===== config.mk =====
export PLATFORM = sky130hd
export DESIGN_NAME = rs232_rx_flat
export DESIGN_NICKNAME = d
export VERILOG_FILES = /design/src/rtl/rs232_pkg.sv /design/src/rtl/rs232_rx_if.sv /design/src/rtl/rs232_baud_tick.sv /design/src/rtl/rs232_rx.sv /design/src/flat_wrapper.sv
export SDC_FILE = /design/constraint.sdc
export NUM_CORES = 1
export LEC_CHECK = 0
export ABC_AREA = 1
export CORE_MARGIN = 2
export CORE_UTILIZATION = 52
export CTS_CLUSTER_DIAMETER = 40
export CTS_CLUSTER_SIZE = 8
export DETAILED_ROUTE_END_ITERATION = 8
export DONT_BUFFER_PORTS = 1
export PLACE_DENSITY_LB_ADDON = 0.25
export SETUP_SLACK_MARGIN = 0.1
export SYNTH_ARGS = -nofsm -noshare
export SYNTH_HDL_FRONTEND = slang
export SYNTH_HIERARCHICAL = 1
export SYNTH_SLANG_ARGS = --single-unit

===== constraint.sdc =====
create_clock -name clk -period 2.4 [get_ports clk]
set_input_delay 0.48 -clock clk [delete_from_list [all_inputs] [get_ports clk]]
set_output_delay 0.48 -clock clk [all_outputs]
set_load 0.1 [all_outputs]

===== src/rtl/rs232_pkg.sv =====
`timescale 1ns/1ps
// Shared definitions for the 8N1 oversampling serial receiver:
// state encoding, oversampling geometry and the baud divider helper.
package rs232_pkg;

  typedef enum logic [2:0] {
    ST_IDLE  = 3'd0,
    ST_START = 3'd1,
    ST_DATA  = 3'd2,
    ST_STOP  = 3'd3,
    ST_BREAK = 3'd4
  } rx_state_t;

  localparam int OVERSAMPLE = 16;
  localparam int DATA_BITS  = 8;

  // Three sample points around the middle of each bit cell; the middle
  // one also serves as the start-bit glitch check.
  localparam int SAMPLE_EARLY = 7;
  localparam int SAMPLE_MID   = 8;
  localparam int SAMPLE_LATE  = 9;

  // Clocks per oversample tick, integer truncation.
  function automatic int baud_div(input int clk_freq, input int baud);
    return clk_freq / (baud * OVERSAMPLE);
  endfunction

  // Majority of three samples.
  function automatic logic majority3(input logic a, input logic b, input logic c);
    return (a & b) | (a & c) | (b & c);
  endfunction

endpackage


===== src/rtl/rs232_rx_if.sv =====
`timescale 1ns/1ps
// Consumer-side bundle of the receiver: byte holding register with a
// valid/ready handshake plus status flags.
interface rs232_rx_if;
  import rs232_pkg::*;

  logic [DATA_BITS-1:0] data;
  logic                 valid;
  logic                 ready;
  logic                 frame_err;
  logic                 overrun;
  logic                 busy;

  modport master (
    output data, valid, frame_err, overrun, busy,
    input  ready
  );

  modport slave (
    input  data, valid, frame_err, overrun, busy,
    output ready
  );
endinterface


===== src/rtl/rs232_baud_tick.sv =====
`timescale 1ns/1ps
// Oversample tick generator: one-cycle tick every DIV clocks, with a
// synchronous clear so a bit period can be re-phased to a line edge.
module rs232_baud_tick #(
  parameter int DIV = 27
) (
  input  logic clk,
  input  logic reset,
  input  logic clear,
  output logic tick
);

  localparam int CW = (DIV > 1) ? $clog2(DIV) : 1;
  localparam logic [CW-1:0] LAST = CW'(DIV - 1);

  logic [CW-1:0] cnt_reg;

  // Free-running divider, wraps after LAST or when cleared.
  always_ff @(posedge clk or posedge reset) begin
    if (reset) begin
      cnt_reg <= '0;
    end else if (clear || (cnt_reg == LAST)) begin
      cnt_reg <= '0;
    end else begin
      cnt_reg <= cnt_reg + CW'(1);
    end
  end

  // A clear cycle never produces a tick, so the first tick after
  // re-phasing lands a full DIV clocks later.
  assign tick = (cnt_reg == LAST) && !clear;

endmodule


===== src/rtl/rs232_rx.sv =====
`timescale 1ns/1ps
// 8N1 serial receiver, LSB first, 16x oversampling with 3-sample majority
// voting. The oversample counter is zeroed on the start edge and keeps
// running through the frame, so os=0 marks each bit boundary and samples
// 7/8/9 straddle the middle of every cell.
module rs232_rx
  import rs232_pkg::*;
#(
  parameter int CLK_FREQ = 50_000_000,
  parameter int BAUD     = 115200
) (
  input  logic        clk,
  input  logic        reset,
  input  logic        rx,
  rs232_rx_if.master  bus
);

  localparam int DIV = baud_div(CLK_FREQ, BAUD);
  localparam int BW  = $clog2(DATA_BITS);

  localparam logic [3:0]    OS_EARLY = 4'(SAMPLE_EARLY);
  localparam logic [3:0]    OS_MID   = 4'(SAMPLE_MID);
  localparam logic [3:0]    OS_LATE  = 4'(SAMPLE_LATE);
  localparam logic [3:0]    OS_LAST  = 4'(OVERSAMPLE - 1);
  localparam logic [BW-1:0] BIT_LAST = BW'(DATA_BITS - 1);

  // Synchronizer and edge detection
  logic [1:0] sync_reg;
  logic       rx_s;
  logic       rx_s_prev_reg;
  logic       fall;

  // FSM and datapath state
  rx_state_t            state_reg, state_next;
  logic [3:0]           os_reg, os_next;
  logic [BW-1:0]        bit_idx_reg, bit_idx_next;
  logic [DATA_BITS-1:0] shift_reg, shift_next;
  logic [1:0]           samp_reg, samp_next;
  logic                 bit_reg, bit_next;

  // Control strobes from the FSM
  logic clear_div;
  logic tick;
  logic byte_done;
  logic frame_bad;

  // Output holding register
  logic [DATA_BITS-1:0] data_reg;
  logic                 valid_reg;
  logic                 overrun_reg;
  logic                 frame_err_reg;

  // Two-flop synchronizer plus one history flop; all reset to line idle.
  always_ff @(posedge clk or posedge reset) begin
    if (reset) begin
      sync_reg      <= 2'b11;
      rx_s_prev_reg <= 1'b1;
    end else begin
      sync_reg      <= {sync_reg[0], rx};
      rx_s_prev_reg <= sync_reg[1];
    end
  end

  assign rx_s = sync_reg[1];
  assign fall = rx_s_prev_reg & ~rx_s;

  rs232_baud_tick #(
    .DIV (DIV)
  ) u_tick (
    .clk   (clk),
    .reset (reset),
    .clear (clear_div),
    .tick  (tick)
  );

  // FSM state and datapath registers.
  always_ff @(posedge clk or posedge reset) begin
    if (reset) begin
      state_reg   <= ST_IDLE;
      os_reg      <= '0;
      bit_idx_reg <= '0;
      shift_reg   <= '0;
      samp_reg    <= '0;
      bit_reg     <= 1'b0;
    end else begin
      state_reg   <= state_next;
      os_reg      <= os_next;
      bit_idx_reg <= bit_idx_next;
      shift_reg   <= shift_next;
      samp_reg    <= samp_next;
      bit_reg     <= bit_next;
    end
  end

  // Next-state logic: bit timing, sampling, majority vote and framing.
  always_comb begin
    state_next   = state_reg;
    os_next      = os_reg;
    bit_idx_next = bit_idx_reg;
    shift_next   = shift_reg;
    samp_next    = samp_reg;
    bit_next     = bit_reg;
    clear_div    = 1'b0;
    byte_done    = 1'b0;
    frame_bad    = 1'b0;

    unique case (state_reg)
      ST_IDLE: begin
        if (fall) begin
          clear_div  = 1'b1;
          os_next    = '0;
          state_next = ST_START;
        end
      end

      ST_START: begin
        if (tick) begin
          os_next = os_reg + 4'd1;
          if ((os_reg == OS_MID) && rx_s) begin
            // Line back high at mid start bit: glitch, not a frame.
            state_next = ST_IDLE;
          end else if (os_reg == OS_LAST) begin
            state_next   = ST_DATA;
            bit_idx_next = '0;
          end
        end
      end

      ST_DATA: begin
        if (tick) begin
          os_next = os_reg + 4'd1;
          if (os_reg == OS_EARLY) samp_next[0] = rx_s;
          if (os_reg == OS_MID)   samp_next[1] = rx_s;
          if (os_reg == OS_LATE)  bit_next = majority3(samp_reg[0], samp_reg[1], rx_s);
          if (os_reg == OS_LAST) begin
            shift_next   = {bit_reg, shift_reg[DATA_BITS-1:1]};
            bit_idx_next = bit_idx_reg + BW'(1);
            if (bit_idx_reg == BIT_LAST) state_next = ST_STOP;
          end
        end
      end

      ST_STOP: begin
        if (tick) begin
          os_next = os_reg + 4'd1;
          if (os_reg == OS_EARLY) samp_next[0] = rx_s;
          if (os_reg == OS_MID)   samp_next[1] = rx_s;
          if (os_reg == OS_LATE) begin
            // Decide at mid stop bit so the next start edge can follow
            // immediately after a single stop bit.
            if (majority3(samp_reg[0], samp_reg[1], rx_s)) begin
              byte_done  = 1'b1;
              state_next = ST_IDLE;
            end else begin
              frame_bad  = 1'b1;
              state_next = ST_BREAK;
            end
          end
        end
      end

      ST_BREAK: begin
        // Line held low after a bad stop bit: wait for idle before
        // looking for the next start edge.
        if (rx_s) state_next = ST_IDLE;
      end

      default: state_next = ST_IDLE;
    endcase
  end

  // Holding register with valid/ready handshake and sticky overrun. A byte
  // completing on the accepting edge replaces the old one without overrun.
  always_ff @(posedge clk or posedge reset) begin
    if (reset) begin
      data_reg    <= '0;
      valid_reg   <= 1'b0;
      overrun_reg <= 1'b0;
    end else if (byte_done) begin
      if (!valid_reg || bus.ready) begin
        data_reg  <= shift_reg;
        valid_reg <= 1'b1;
      end else begin
        overrun_reg <= 1'b1;
      end
    end else if (valid_reg && bus.ready) begin
      valid_reg <= 1'b0;
    end
  end

  // Single-cycle framing error pulse.
  always_ff @(posedge clk or posedge reset) begin
    if (reset) begin
      frame_err_reg <= 1'b0;
    end else begin
      frame_err_reg <= frame_bad;
    end
  end

  assign bus.data      = data_reg;
  assign bus.valid     = valid_reg;
  assign bus.overrun   = overrun_reg;
  assign bus.frame_err = frame_err_reg;
  assign bus.busy      = (state_reg != ST_IDLE);

endmodule


===== src/flat_wrapper.sv =====
// flat-port wrapper written by rule: the top's interface ports become plain ports
module rs232_rx_flat import rs232_pkg::*;
#(
  parameter int CLK_FREQ = 50_000_000,
  parameter int BAUD     = 115200
)
  (clk, reset, rx, bus_data, bus_valid, bus_frame_err, bus_overrun, bus_busy, bus_ready);
  rs232_rx_if bus_i ();
  input  logic clk;
  input  logic reset;
  input  logic rx;
  output wire logic [$bits(bus_i.data)-1:0] bus_data;
  output wire logic [$bits(bus_i.valid)-1:0] bus_valid;
  output wire logic [$bits(bus_i.frame_err)-1:0] bus_frame_err;
  output wire logic [$bits(bus_i.overrun)-1:0] bus_overrun;
  output wire logic [$bits(bus_i.busy)-1:0] bus_busy;
  input wire logic [$bits(bus_i.ready)-1:0] bus_ready;
  assign bus_data = bus_i.data;
  assign bus_valid = bus_i.valid;
  assign bus_frame_err = bus_i.frame_err;
  assign bus_overrun = bus_i.overrun;
  assign bus_busy = bus_i.busy;
  assign bus_i.ready = bus_ready;
  rs232_rx #(.CLK_FREQ(CLK_FREQ), .BAUD(BAUD)) u_core (.clk(clk), .reset(reset), .rx(rx), .bus(bus_i));
endmodule

==> results of run 1 <==
-- routing by layer --
| layer | track usage, % | vias to the layer above |
|---|---|---|
| met4 | 5.585 | 0 |
| met2 | 32.55 | 31 |
| met5 | 0 | - |
| li1 | - | 721 |
| met1 | 21.49 | 680 |
| met3 | 6.424 | 5 |
-- kinds of logic (layout without fill, tap and decap cells) --
logic type	count (synthesis)	in the layout	share of synthesized area, %
adder cells (fa/ha/maj)	7	7	4.611
flip-flops	40	40	52.90
AO/OA/AOI/OAI	28	28	8.630
buffers and inverters	29	47	6.323
XOR/XNOR	1	1	0.4612
AND/OR/NAND/NOR	107	107	27.07
-- layout make-up --
| type | instances | share of cell area (%) |
|---|---|---|
| inverter | 25 | 4.433 |
| timing repair buffer | 14 | 5.083 |
| sequential | 40 | 47.46 |
| multi-input combinational | 143 | 36.70 |
| clock buffer | 6 | 1.950 |
| clock inverter | 2 | 1.655 |
| tap | 46 | 2.719 |
-- power breakdown --
part / switching (mW) / total [mW] / internal (mW) / leakage (nW)
logic: 0.233 / 0.342 / 0.108 / 0.512
registers: 0.0629 / 0.792 / 0.729 / 0.540
clock network: 0.213 / 0.431 / 0.218 / 0.0422
total: 0.509 / 1.56 / 1.06 / 1.09
-- cell usage after synthesis --
library cell,instances
inv_2,4
dfrtp_1,37
nand2_2,3
inv_1,20
clkinv_1,1
o21ai_0,3
dfstp_2,3
nor2_1,20
o22ai_1,1
a21o_1,1
nand3_1,17
ha_1,7
a31oi_1,1
buf_6,1
nand4_1,5
o21ai_1,10
nor3b_1,1
o21ai_2,5
buf_2,3
nand3_2,2
nor2_8,1
nor3_1,1
nand2_4,2
nor2_2,3
nand2_1,49
a21oi_1,7
nand3b_1,2
xnor2_1,1
nor2_4,1
-- final timing paths --
check | from | endpoint | slack, ns
worst max-delay path | u_core/sync_reg[1] | u_core/bus.data[5] | 0.43
worst min-delay path | reset | u_core/shift_reg[4] | 0.12
worst max register to register | u_core/sync_reg[1] | u_core/bus.data[5] | 0.43
worst min register to register | u_core/sync_reg[0] | u_core/sync_reg[1] | 0.37
max in group asynchronous | reset | u_core/u_tick/cnt_reg[0] | 1.77
min in group clk | rx | u_core/sync_reg[0] | 0.13
-- through the flow --
| stage | util [%] | power, mW | worst slack, ns | cells |
|---|---|---|---|---|
| after floorplan | - | 1.072 | 0.1503 | 212 |
| after global placement | 59.45 | 1.126 | 0.5369 | 267 |
| after global routing | 61.98 | 1.661 | 0.2794 | 276 |
| after detailed placement | 59.45 | 1.145 | 0.4449 | 267 |
| final | 61.98 | 1.565 | 0.4271 | 276 |
| after CTS | 61.98 | 1.579 | 0.4267 | 276 |
-- worst register-to-register path: stages (launching register included) --
cell and delay, ns:
dfstp_2 0.59, clkinv_1 0.11, nand2_1 0.13, nor2_1 0.09, nor2_1 0.17, inv_2 0.08, nor2_4 0.16, nand2_4 0.08
nor2_8 0.16, nand2_4 0.14, nand2_1 0.11, o21ai_2 0.05
==> run metrics, run 1 <==
Final Cycle Share=82.20%; required time of the critical path=2.64 ns; Slowest-stage cell, CP=dfstp_2; Final ANT Viol Nets=0; max-slew violations=0; drt wl/cell=11.91 µm; clk_lat worst skew=0.34 ns; global-route wire length before repair=5982 µm; Initial Utilization=55.60%; Cell Chain, Critical Path=clkinv_1 -> nand2_1 -> nor2_1 -> nor2_1 -> inv_2 -> nor2_4 -> nand2_4 -> nor2_8 -> nand2_4 -> nand2_1 -> o21ai_2; CTS Root Cell=clkbuf_4; Final Critical Period=1.973 ns; synthesized area=1899 µm²; Clock Path Buffers=2; vias per std cell=5.207; Starting DRT DRC Count=76; Worst Hold Class=input pin to async pin; kind of cell adding the most delay to the critical path=simple AND/OR/NAND/NOR gates; clk sink count=40; I/O Pins=16; crit end category=flop; DRT Wirelength=3288 µm; TritonCTS Buffers=5; max-cap viol count=0; final setup TNS=0 ns; clock-pin slew of the registers on the worst-case setup and hold paths=0.11 ns; outcome=completed; GRT overflow=0; register area=1005 µm²; largest net degree at the start of global routing=36; Max-slew headroom=39.53%; Post-Route M1 WL=1495 µm; WL met2=1579 µm; commonest cells after routing, fill and taps aside=nand2_1, dfrtp_1, inv_1, nor2_1, nand3_1; post-CTS sizing=0; Post-CTS Setup Inserts=0; # port buffers=0; flops & latches, synth=40; crit path launch type=flop; Hold Vio Cnt, Final=0; CP arrival=2.21 ns; Design Area, Final=2117 µm²; leading cell type in the layout, fill and taps excluded=nand2_1; share of cells above drive strength 1=19.57%; number of global-route vias before repair=1436; Chip Width=64.44 µm; CTS tree=yes; via count=1437; post-synthesis cell count=212; Layout area overhead=11.46%; area of the multi-input gates=777.0 µm²; Routability Congestion=0.9905; Die Ht=64.44 µm; hold buffer count at cts=1; Crit path depth=11; Buffers & Inverters on Critical Path=2; GRT Util Overall=18.58%; top-area cell type share of the netlist area=48.75%; Peak Freq=506.9 MHz; Max FO, Critical Path=13; highest routing layer actually used=met4; Peak VDD IR=0.4763 mV; Fin Hold WS=0.1152 ns; # rows=21; final net count=240; synth top area cells=dfrtp_1, nand2_1, ha_1; full die area=4152 µm²; PD cells=739.0 nW/µm²; leakage=1.095 nW; Detail Placement HPWL=2466 µm; RSZ-0062 raised after global routing=false; H-Tree Depth=2; syn_nets=223; Distinct cells, synth=29; core area=3416 µm²; CP Class=flop to flop; Reg2Reg Depth=11; fillers=297; final setup vio count=0; Synth area leader=dfrtp_1; clk_skew=0.004091 ns; worst-margin pin slew=0.9071 ns; DRC viols=0; synth warn=6; wire length on met3=179 µm; Post-Syn Area per Cell=8.959 µm²; # diodes=0; CP peak stage delay=0.59 ns; DRT Pass-1 Iters=4; antenna violations before repair=0; sequential area share after synthesis=52.90%; placed cell areas=2031 µm²
No activity file was read; power rests on OpenSTA's default activity.
==> inputs of run 2 (changes only) <==
==> constraint.sdc (replaced) <==
create_clock -name clk -period 1.8 [get_ports clk]
set_input_delay 0.36 -clock clk [delete_from_list [all_inputs] [get_ports clk]]
set_output_delay 0.36 -clock clk [all_outputs]
set_load 0.1 [all_outputs]
==> run metrics, run 2 (same netlist as run 1, synthesis figures left out) <==
clk sink count=40; Die Ht=64.44 µm; I/O Pins=16; required time of the critical path=2.05 ns; leading cell type in the layout, fill and taps excluded=nand2_1; Routability Congestion=0.8506; vias per std cell=5.228; GRT Util Overall=20.51%; worst-margin pin slew=0.4971 ns; DRC viols=0; CP peak stage delay=0.39 ns; # diodes=0; DRT Pass-1 Iters=4; Buffers & Inverters on Critical Path=3; Layout area overhead=21.54%; drt wl/cell=13.12 µm; Hold Vio Cnt, Final=0; Peak Freq=606.3 MHz; commonest cells after routing, fill and taps aside=nand2_1, dfrtp_1, buf_4, inv_1, nand3_1; full die area=4152 µm²; antenna violations before repair=0; global-route wire length before repair=6555 µm; hold_sp=bus_ready; Detail Placement HPWL=2615 µm; Starting DRT DRC Count=90; clk_lat worst skew=0.36 ns; outcome=completed; GRT met2 Usage=34.64%; CTS Root Cell=clkbuf_4; crit path launch type=flop; share of cells above drive strength 1=29.22%; Worst Hold Class=input pin to flop; Final Critical Period=1.649 ns; Reg2Reg Depth=13; Final Cycle Share=91.63%; clk_skew=0.01478 ns; TritonCTS Buffers=5; Cell Chain, Critical Path=inv_1 -> ha_2 -> nand2_2 -> inv_2 -> nand2_4 -> nor2_4 -> inv_4 -> nor2_4 -> nand2_4 -> nor2_8 -> nand2_4 -> nand2_1 -> nand2_1; Worst Hold Depth=2; Initial Utilization=55.60%; Clock Path Buffers=2; max-slew violations=0; total power=2.140 mW; Peak VDD IR=0.6934 mV; met3 Track Usage GR=5.729%; via count=1511; core area=3416 µm²; critical path startpoint=u_core/u_tick/cnt_reg[0]; CP most frequent cell=nand2_4; number of global-route vias before repair=1550; # port buffers=0; max-cap viol count=0; final setup vio count=0; final net count=253; met1 Use GR=25.47%; Final ANT Viol Nets=0; # rows=21; RSZ-0062 raised after global routing=true; DRT Wirelength=3791 µm; RR Startpoint=u_core/u_tick/cnt_reg[0]; GRT overflow=0; kind of cell adding the most delay to the critical path=simple AND/OR/NAND/NOR gates; Design Area, Final=2308 µm²; CP arrival=1.90 ns; CTS tree=yes; PD cells=927.0 nW/µm²; placed cell areas=2118 µm²; FF-to-FF setup slack=0.15 ns; fillers=281; Max-slew headroom=66.86%; H-Tree Depth=2; clock-pin slew of the registers on the worst-case setup and hold paths=0.10 ns; crit end category=flop; leakage=1.172 nW; hold endpoint=u_core/bus.overrun; GRT Max-Usage Layer=met2; largest net degree at the start of global routing=36; CP Class=flop to flop; Slowest-stage cell, CP=dfrtp_1; FF-to-FF End=u_core/bus.data[6]; Chip Width=64.44 µm; Max FO, Critical Path=6
run 2: cell count changes in the layout (fill, tap and decap cells not counted), sizes merged:
cell         before  now
nand2            54   55
clkinv            2    1
bufinv            1    0
clkbuf            6    8
buf              13   24
dlygate4sd3       1    2
run 2: timing repair:
action	in CTS	in global routing
pin swaps	2	8
hold buffers	2	0
gates cloned	0	1
setup buffers	2	2
setup endpoints to repair	22	24
gates resized for setup	5	14
endpoints found under the hold margin	33	0
run 2: through the flow:
step	util, %	setup WS [ns]	setup TNS (ns)	hold WS [ns]	cells
6_report	67.58	0.1506	0	0.2277	289
5_1_grt	67.58	0.02204	0	0.2246	289
4_1_cts	65.53	0.1003	0	0.2362	286
3_5_place_dp	62.01	-0.04862	-0.3127	0.1600	274
3_3_place_gp	62.01	0.03256	0	0.1526	274
2_1_floorplan	-	-0.004836	-0.008679	0.1385	212
run 2: worst max-delay path by stage:
stage	depth (start not counted)	slack (ns)	to
finish	13	0.15	u_core/bus.data[6]
global route	11	0.02	u_core/samp_reg[0]
CTS	3	0.10	bus_busy
detailed placement	13	-0.05	u_core/bus.data[5]
global placement	13	0.03	u_core/bus.data[7]
floorplan	14	-0.005	u_core/bus.data[1]
run 2: power breakdown:
group	switching, mW	total [mW]	internal (mW)
Combinational	0.395	0.636	0.241
Sequential	0.0612	1.03	0.972
Clock	0.278	0.471	0.193
run 2: per-layer routing:
layer	routed length (µm)	vias up
met4	59	0
met3	148	8
li1	-	741
met5	0	-
met2	1878	38
met1	1704	724
run 2: area by class of cell:
| class | instances | area (µm²) | share of cell area (%) |
|---|---|---|---|
| clock buffers | 8 | 58.81 | 2.547 |
| inverters | 25 | 97.59 | 4.228 |
| multi-input cells | 144 | 880.8 | 38.16 |
| flip-flops and latches | 40 | 1006 | 43.58 |
| well taps | 46 | 57.56 | 2.493 |
| repair buffers | 26 | 207.7 | 8.997 |
